<file path="config.mk">
export PLATFORM = sky130hd
export DESIGN_NAME = gpio_arbiter_flat
export DESIGN_NICKNAME = d
export VERILOG_FILES = /design/src/rtl/gpio_arb_pkg.sv /design/src/rtl/gpio_arbiter_if.sv /design/src/rtl/gpio_arb_rr.sv /design/src/rtl/gpio_arbiter.sv /design/src/flat_wrapper.sv
export SDC_FILE = /design/constraint.sdc
export NUM_CORES = 1
export LEC_CHECK = 0
export BUFFER_PORTS_ARGS = -buffer_cell sky130_fd_sc_hd__buf_2
export CORE_ASPECT_RATIO = 1.2
export CORE_MARGIN = 3
export CORE_UTILIZATION = 51
export DETAILED_ROUTE_END_ITERATION = 8
export HOLD_SLACK_MARGIN = 0.05
export PLACE_DENSITY = 0.87
export SYNTH_ARGS = -nofsm -noshare
export SYNTH_HDL_FRONTEND = slang
export SYNTH_HIERARCHICAL = 1
export SYNTH_SLANG_ARGS = --single-unit
</file>
<file path="constraint.sdc">
create_clock -name clk -period 3.7 [get_ports clk]
set_input_delay 0.37 -clock clk [delete_from_list [all_inputs] [get_ports clk]]
set_output_delay 0.37 -clock clk [all_outputs]
set_load 0.02 [all_outputs]
</file>
<file path="src/rtl/gpio_arb_pkg.sv">
// rtl/gpio_arb_pkg.sv - shared state encoding and GPIO register map for the GPIO arbiter
package gpio_arb_pkg;

  typedef enum logic [1:0] {
    ST_IDLE  = 2'd0,
    ST_ISSUE = 2'd1,
    ST_ACK   = 2'd2
  } state_e;

  localparam logic [1:0] GPIO_DIR  = 2'b00;
  localparam logic [1:0] GPIO_DATA = 2'b01;

endpackage

</file>
<file path="src/rtl/gpio_arbiter_if.sv">
// rtl/gpio_arbiter_if.sv - requester and GPIO bus signals of the two-master GPIO arbiter
interface gpio_arbiter_if #(
  parameter int DATA_W = 32,
  parameter int ADDR_W = 2
);
  logic              m0_req,   m1_req;
  logic              m0_we,    m1_we;
  logic [ADDR_W-1:0] m0_addr,  m1_addr;
  logic [DATA_W-1:0] m0_wdata, m1_wdata;
  logic              m0_lock,  m1_lock;
  logic              m0_ack,   m1_ack;
  logic [DATA_W-1:0] m0_rdata, m1_rdata;
  logic              gpio_cs;
  logic              gpio_we;
  logic [ADDR_W-1:0] gpio_addr;
  logic [DATA_W-1:0] gpio_wdata;
  logic [DATA_W-1:0] gpio_rdata;
  logic              owner;

  modport slave (
    input  m0_req, m1_req, m0_we, m1_we, m0_addr, m1_addr,
           m0_wdata, m1_wdata, m0_lock, m1_lock, gpio_rdata,
    output m0_ack, m1_ack, m0_rdata, m1_rdata,
           gpio_cs, gpio_we, gpio_addr, gpio_wdata, owner
  );

  modport master (
    output m0_req, m1_req, m0_we, m1_we, m0_addr, m1_addr,
           m0_wdata, m1_wdata, m0_lock, m1_lock, gpio_rdata,
    input  m0_ack, m1_ack, m0_rdata, m1_rdata,
           gpio_cs, gpio_we, gpio_addr, gpio_wdata, owner
  );

endinterface

</file>
<file path="src/rtl/gpio_arb_rr.sv">
// rtl/gpio_arb_rr.sv - combinational two-way round-robin picker with eligibility mask
module gpio_arb_rr (
  input  logic [1:0] req_i,
  input  logic       owner_i,
  input  logic [1:0] mask_i,
  output logic       gnt_valid_o,
  output logic       gnt_idx_o
);

  logic [1:0] elig;

  // On a tie the requester that did not own the bus last wins.
  always_comb begin
    elig        = req_i & mask_i;
    gnt_valid_o = |elig;
    gnt_idx_o   = (elig == 2'b11) ? ~owner_i : elig[1];
  end

endmodule

</file>
<file path="src/rtl/gpio_arbiter.sv">
// rtl/gpio_arbiter.sv - two-master GPIO register arbiter; GPIO_ARB_LOCK_EN enables ownership lock
module gpio_arbiter
  import gpio_arb_pkg::*;
#(
  parameter int DATA_W = 32,
  parameter int ADDR_W = 2
) (
  input logic           clk,
  input logic           rst,
  gpio_arbiter_if.slave bus
);

`ifdef GPIO_ARB_LOCK_EN
  localparam bit LockEn = 1'b1;
`else
  localparam bit LockEn = 1'b0;
`endif

  state_e            state_q, state_d;
  logic              owner_q, owner_d;
  logic              lock_q, lock_d;
  logic              held_q, held_d;
  logic              cs_q, cs_d;
  logic              we_q, we_d;
  logic [ADDR_W-1:0] addr_q, addr_d;
  logic [DATA_W-1:0] wdata_q, wdata_d;
  logic [DATA_W-1:0] rdata0_q, rdata0_d;
  logic [DATA_W-1:0] rdata1_q, rdata1_d;
  logic [1:0]        ack_q, ack_d;
  logic [1:0]        mask;
  logic              gnt_valid, gnt_idx;

  // A held lock restricts eligibility to the most recent grantee.
  assign mask = held_q ? (owner_q ? 2'b10 : 2'b01) : 2'b11;

  gpio_arb_rr u_rr (
    .req_i       ({bus.m1_req, bus.m0_req}),
    .owner_i     (owner_q),
    .mask_i      (mask),
    .gnt_valid_o (gnt_valid),
    .gnt_idx_o   (gnt_idx)
  );

  always_comb begin
    state_d  = state_q;
    owner_d  = owner_q;
    lock_d   = lock_q;
    held_d   = held_q;
    cs_d     = 1'b0;
    we_d     = 1'b0;
    addr_d   = addr_q;
    wdata_d  = wdata_q;
    ack_d    = 2'b00;
    rdata0_d = rdata0_q;
    rdata1_d = rdata1_q;
    unique case (state_q)
      ST_IDLE: begin
        if (gnt_valid) begin
          state_d = ST_ISSUE;
          owner_d = gnt_idx;
          cs_d    = 1'b1;
          if (gnt_idx) begin
            we_d    = bus.m1_we;
            addr_d  = bus.m1_addr;
            wdata_d = bus.m1_wdata;
            lock_d  = bus.m1_lock;
          end else begin
            we_d    = bus.m0_we;
            addr_d  = bus.m0_addr;
            wdata_d = bus.m0_wdata;
            lock_d  = bus.m0_lock;
          end
        end
      end
      ST_ISSUE: begin
        state_d = ST_ACK;
        ack_d   = owner_q ? 2'b10 : 2'b01;
        if (owner_q) rdata1_d = bus.gpio_rdata;
        else         rdata0_d = bus.gpio_rdata;
      end
      ST_ACK: begin
        state_d = ST_IDLE;
        held_d  = LockEn & lock_q;
      end
      default: state_d = ST_IDLE;
    endcase
  end

  always_ff @(posedge clk) begin
    if (rst) begin
      state_q  <= ST_IDLE;
      owner_q  <= 1'b1;
      lock_q   <= 1'b0;
      held_q   <= 1'b0;
      cs_q     <= 1'b0;
      we_q     <= 1'b0;
      addr_q   <= '0;
      wdata_q  <= '0;
      ack_q    <= 2'b00;
      rdata0_q <= '0;
      rdata1_q <= '0;
    end else begin
      state_q  <= state_d;
      owner_q  <= owner_d;
      lock_q   <= lock_d;
      held_q   <= held_d;
      cs_q     <= cs_d;
      we_q     <= we_d;
      addr_q   <= addr_d;
      wdata_q  <= wdata_d;
      ack_q    <= ack_d;
      rdata0_q <= rdata0_d;
      rdata1_q <= rdata1_d;
    end
  end

  assign bus.gpio_cs    = cs_q;
  assign bus.gpio_we    = we_q;
  assign bus.gpio_addr  = addr_q;
  assign bus.gpio_wdata = wdata_q;
  assign bus.m0_ack     = ack_q[0];
  assign bus.m1_ack     = ack_q[1];
  assign bus.m0_rdata   = rdata0_q;
  assign bus.m1_rdata   = rdata1_q;
  assign bus.owner      = owner_q;

endmodule

</file>
<file path="src/flat_wrapper.sv">
// flat-port wrapper written by rule: the top's interface ports become plain ports
module gpio_arbiter_flat import gpio_arb_pkg::*;
#(
  parameter int DATA_W = 32,
  parameter int ADDR_W = 2
)
  (clk, rst, bus_m0_req, bus_m1_req, bus_m0_we, bus_m1_we, bus_m0_addr, bus_m1_addr, bus_m0_wdata, bus_m1_wdata, bus_m0_lock, bus_m1_lock, bus_gpio_rdata, bus_m0_ack, bus_m1_ack, bus_m0_rdata, bus_m1_rdata, bus_gpio_cs, bus_gpio_we, bus_gpio_addr, bus_gpio_wdata, bus_owner);
  gpio_arbiter_if #(.DATA_W(DATA_W), .ADDR_W(ADDR_W)) bus_i ();
  input logic clk;
  input logic rst;
  input wire logic [$bits(bus_i.m0_req)-1:0] bus_m0_req;
  input wire logic [$bits(bus_i.m1_req)-1:0] bus_m1_req;
  input wire logic [$bits(bus_i.m0_we)-1:0] bus_m0_we;
  input wire logic [$bits(bus_i.m1_we)-1:0] bus_m1_we;
  input wire logic [$bits(bus_i.m0_addr)-1:0] bus_m0_addr;
  input wire logic [$bits(bus_i.m1_addr)-1:0] bus_m1_addr;
  input wire logic [$bits(bus_i.m0_wdata)-1:0] bus_m0_wdata;
  input wire logic [$bits(bus_i.m1_wdata)-1:0] bus_m1_wdata;
  input wire logic [$bits(bus_i.m0_lock)-1:0] bus_m0_lock;
  input wire logic [$bits(bus_i.m1_lock)-1:0] bus_m1_lock;
  input wire logic [$bits(bus_i.gpio_rdata)-1:0] bus_gpio_rdata;
  output wire logic [$bits(bus_i.m0_ack)-1:0] bus_m0_ack;
  output wire logic [$bits(bus_i.m1_ack)-1:0] bus_m1_ack;
  output wire logic [$bits(bus_i.m0_rdata)-1:0] bus_m0_rdata;
  output wire logic [$bits(bus_i.m1_rdata)-1:0] bus_m1_rdata;
  output wire logic [$bits(bus_i.gpio_cs)-1:0] bus_gpio_cs;
  output wire logic [$bits(bus_i.gpio_we)-1:0] bus_gpio_we;
  output wire logic [$bits(bus_i.gpio_addr)-1:0] bus_gpio_addr;
  output wire logic [$bits(bus_i.gpio_wdata)-1:0] bus_gpio_wdata;
  output wire logic [$bits(bus_i.owner)-1:0] bus_owner;
  assign bus_i.m0_req = bus_m0_req;
  assign bus_i.m1_req = bus_m1_req;
  assign bus_i.m0_we = bus_m0_we;
  assign bus_i.m1_we = bus_m1_we;
  assign bus_i.m0_addr = bus_m0_addr;
  assign bus_i.m1_addr = bus_m1_addr;
  assign bus_i.m0_wdata = bus_m0_wdata;
  assign bus_i.m1_wdata = bus_m1_wdata;
  assign bus_i.m0_lock = bus_m0_lock;
  assign bus_i.m1_lock = bus_m1_lock;
  assign bus_i.gpio_rdata = bus_gpio_rdata;
  assign bus_m0_ack = bus_i.m0_ack;
  assign bus_m1_ack = bus_i.m1_ack;
  assign bus_m0_rdata = bus_i.m0_rdata;
  assign bus_m1_rdata = bus_i.m1_rdata;
  assign bus_gpio_cs = bus_i.gpio_cs;
  assign bus_gpio_we = bus_i.gpio_we;
  assign bus_gpio_addr = bus_i.gpio_addr;
  assign bus_gpio_wdata = bus_i.gpio_wdata;
  assign bus_owner = bus_i.owner;
  gpio_arbiter #(.DATA_W(DATA_W), .ADDR_W(ADDR_W)) u_core (.clk(clk), .rst(rst), .bus(bus_i));
endmodule
</file>
==> flow_metrics.py <==
metrics = {
    "yosys": {
        "synth_commonest_cells": "nand2b_1, dfxtp_1, mux2i_1, o22ai_2, clkbuf_1",
        "ys_async_sr_fraction": 0,
        "synth_area_leaders": "dfxtp_1, mux2i_1, nand2b_1",
        "synth_edf_count": 0,
        "synth-seq-cells": 105,
        "synthesis.area_um2": 4594,
        "synthCells": 420,
        "yosysSeqAreaShare": 0.4575,
        "syn-mean-instance-area_um2": 10.94,
        "synth_cell_types": 21,
        "netlist.top_cell.by_area": "dfxtp_1",
        "yosysMostFrequentCell": "nand2b_1",
        "synth_warnings": 6,
        "synth_top_area_frac": 0.4575,
        "synthFlopType": "dfxtp_1",
    },
    "critical_path": {
        "r2r_end": "u_core/bus.gpio_wdata[14]",
        "critPathKind": "flip-flop to flip-flop",
        "crit_family": "buffers and inverters",
        "slowest_delay_ns": 0.49,
        "crit_chain": "a31oi_4 -> buf_4 -> mux2i_1 -> o22ai_1",
        "critPathSlowestCell": "buf_4",
        "cp_data_arrival_time_ns": 1.92,
        "cp-end-kind": "flip-flop",
        "cp.required_ns": 3.92,
        "rr_startpoint": "u_core/bus.owner",
        "r2r_cells": 4,
        "critPathLaunchType": "flip-flop",
        "r2r_slack_ns": 2.00,
        "cp_num_buf_inv": 1,
        "crit_fanout": 35,
    },
    "timing": {
        "slew_viol_final": 0,
        "fmaxAchievable_mhz": 587.2,
        "rsz0062_at_grt": "false",
        "tightest_slew_ns": 0.7410,
        "period_needed_ns": 1.703,
        "finalSetupTns_ns": 0,
        "hold_violations": 0,
        "setup_viol": 0,
        "finClkSkew_ns": 0.007622,
        "slew_headroom": 0.5060,
        "period_share": 0.4603,
    },
    "global_route": {
        "grt_pass1_vias": 3575,
        "grt-ovfl-total": 0,
        "grt_util_all_layers": 0.2012,
        "grt_pass1_wl_um": 16320,
        "grt_max_degree": 80,
        "antenna_found_initial": 0,
    },
    "clock_network": {
        "clk_pin_slew_worst_paths_ns": 0.09,
        "cts_hold_buf": 0,
        "cts_tree": "done",
        "cts-root-buf": "clkbuf_8",
        "cts_inserted_buffers": 9,
        "clock_latency_ns": 0.36,
        "cts_resized": 0,
        "htreeDepth": 3,
        "clock-sinks": 105,
        "cts_max_path_buffers": 2,
        "cts_post_setup_buffers_inserted": 0,
    },
    "status": {
        "status": "finished clean",
    },
    "finish": {
        "multiInputGateArea_um2": 2323,
        "nFillCells": 690,
        "seq_area_um2": 2102,
        "drive_gt1_frac": 0.4188,
        "fin_util": 0.6724,
        "syn2layout_area_growth_pct": 26.69,
        "layout.cells.non_filler": 733,
        "nets": 720,
        "fin_area_um2": 5821,
        "diodes": 0,
    },
    "placement": {
        "placed_cell_area_um2": 5658,
        "hpwlAfterDp_um": 7783,
        "placedCellCount": 718,
        "portBuffers": 208,
        "gp_congestion": 0.7062,
    },
    "die": {
        "die_h_um": 110.0,
        "design.core.area_um2": 8657,
        "die_area_um2": 10190,
        "die_x_um": 92.65,
        "initial_core_util": 0.5307,
        "rows": 37,
        "boundaryPins": 211,
    },
    "route": {
        "num_vias": 3612,
        "ant_nets": 0,
        "drt-total-wl_um": 10600,
        "dr.first_iter.drc_count": 76,
        "firstDrtPassIters": 6,
        "routedWlPerCell_um": 14.46,
        "routed_via_density": 4.928,
        "drc": 0,
    },
    "power": {
        "ir_worst_vdd_v": 0.0002104,
        "powerDensity_nw_per_um2": 388.4,
        "p_leak_nw": 2.785,
    },
    "flow_run": {
        "max_cap_violations": 0,
    },
    "worst_hold_path": {
        "min_delay_worst_endpoint": "u_core/bus.gpio_we",
        "worst_hold_path_type": "input pin to flip-flop",
        "holdPathStages": 3,
        "hp-start": "bus_m0_we",
    },
}
[report_power, final]
part,internal (mW),switching (mW)
Combinational,0.185,0.237
Clock,0.258,0.359
Sequential,1.19,0.0324
Total,1.63,0.628
[flip-flops by register name, indices dropped and copies added (netlist names)]
| register | cells |
|---|---|
| u_core/bus.gpio_we | 1 |
| u_core/bus.m1_rdata | 32 |
| u_core/bus.owner | 1 |
| u_core/bus.gpio_addr | 2 |
| u_core/bus.gpio_wdata | 32 |
| u_core/state_q | 2 |
| u_core/bus.gpio_cs | 1 |
| u_core/ack_q | 2 |
| u_core/bus.m0_rdata | 32 |
[metrics by stage]
stage                     hold slack, ns  setup WS, ns  total power [mW]
after floorplan                   0.4749         2.195             1.526
after global placement            0.4567         1.740             1.658
after detailed placement          0.4616         1.646             1.673
after CTS                         0.2299         2.015             2.291
after global routing              0.2476         1.870             2.368
final                             0.2559         1.997             2.261
[kinds of logic after synthesis]
family / synth area share
simple gates: 0.1953
flops: 0.4575
mux: 0.2179
buf+inv: 0.04412
compound gates: 0.08442
other cells: 0.0008162
[cells in the final DEF (no fill, tap or decap), drive strengths merged]
| cell type | count |
|---|---|
| clkinvlp | 1 |
| nor2b | 1 |
| nand2b | 130 |
| dfxtp | 105 |
| mux2i | 100 |
| inv | 2 |
| buf | 213 |
| clkbuf | 12 |
| o22ai | 34 |
| a31oi | 1 |
| nor3b | 3 |
| or4b | 1 |
| conb | 3 |
| nand2 | 3 |
| nor2 | 4 |
| clkinv | 2 |
| nand3b | 1 |
[routing by layer]
metal	share of wire	GRT usage	wire length, um	vias to the layer above
met3	0.095	0.05974	1012	17
met2	0.48	0.3453	5101	172
met4	0.018	0.08586	193	0
met1	0.41	0.2349	4294	1626
met5	0	0	0	-
li1	-	-	-	1797
[worst max path at each step]
stage	from	end	depth (start not counted)	slack, ns
after floorplan	u_core/bus.owner	u_core/bus.gpio_addr[0]	5	2.20
after global placement	rst	u_core/bus.m0_rdata[15]	4	1.74
after detailed placement	rst	u_core/bus.m0_rdata[15]	4	1.65
after CTS	u_core/bus.owner	u_core/bus.gpio_wdata[14]	4	2.02
after global routing	rst	u_core/bus.m0_rdata[9]	4	1.87
final	u_core/bus.owner	u_core/bus.gpio_wdata[14]	4	2.00
[worst min-delay path: stages]
cell,delay (ns)
buf_2,0.08
mux2i_1,0.07
nor2_2,0.07
[layout make-up]
cell class / count / area share
repair buffers: 213 / 0.1853
multi-input cells: 281 / 0.3992
clock buffers: 12 / 0.02494
clock inverters: 3 / 0.003009
flip-flops and latches: 105 / 0.3611
well taps: 117 / 0.02515
inverters: 2 / 0.001290
Note: power is estimated with default switching activity, not from simulation.
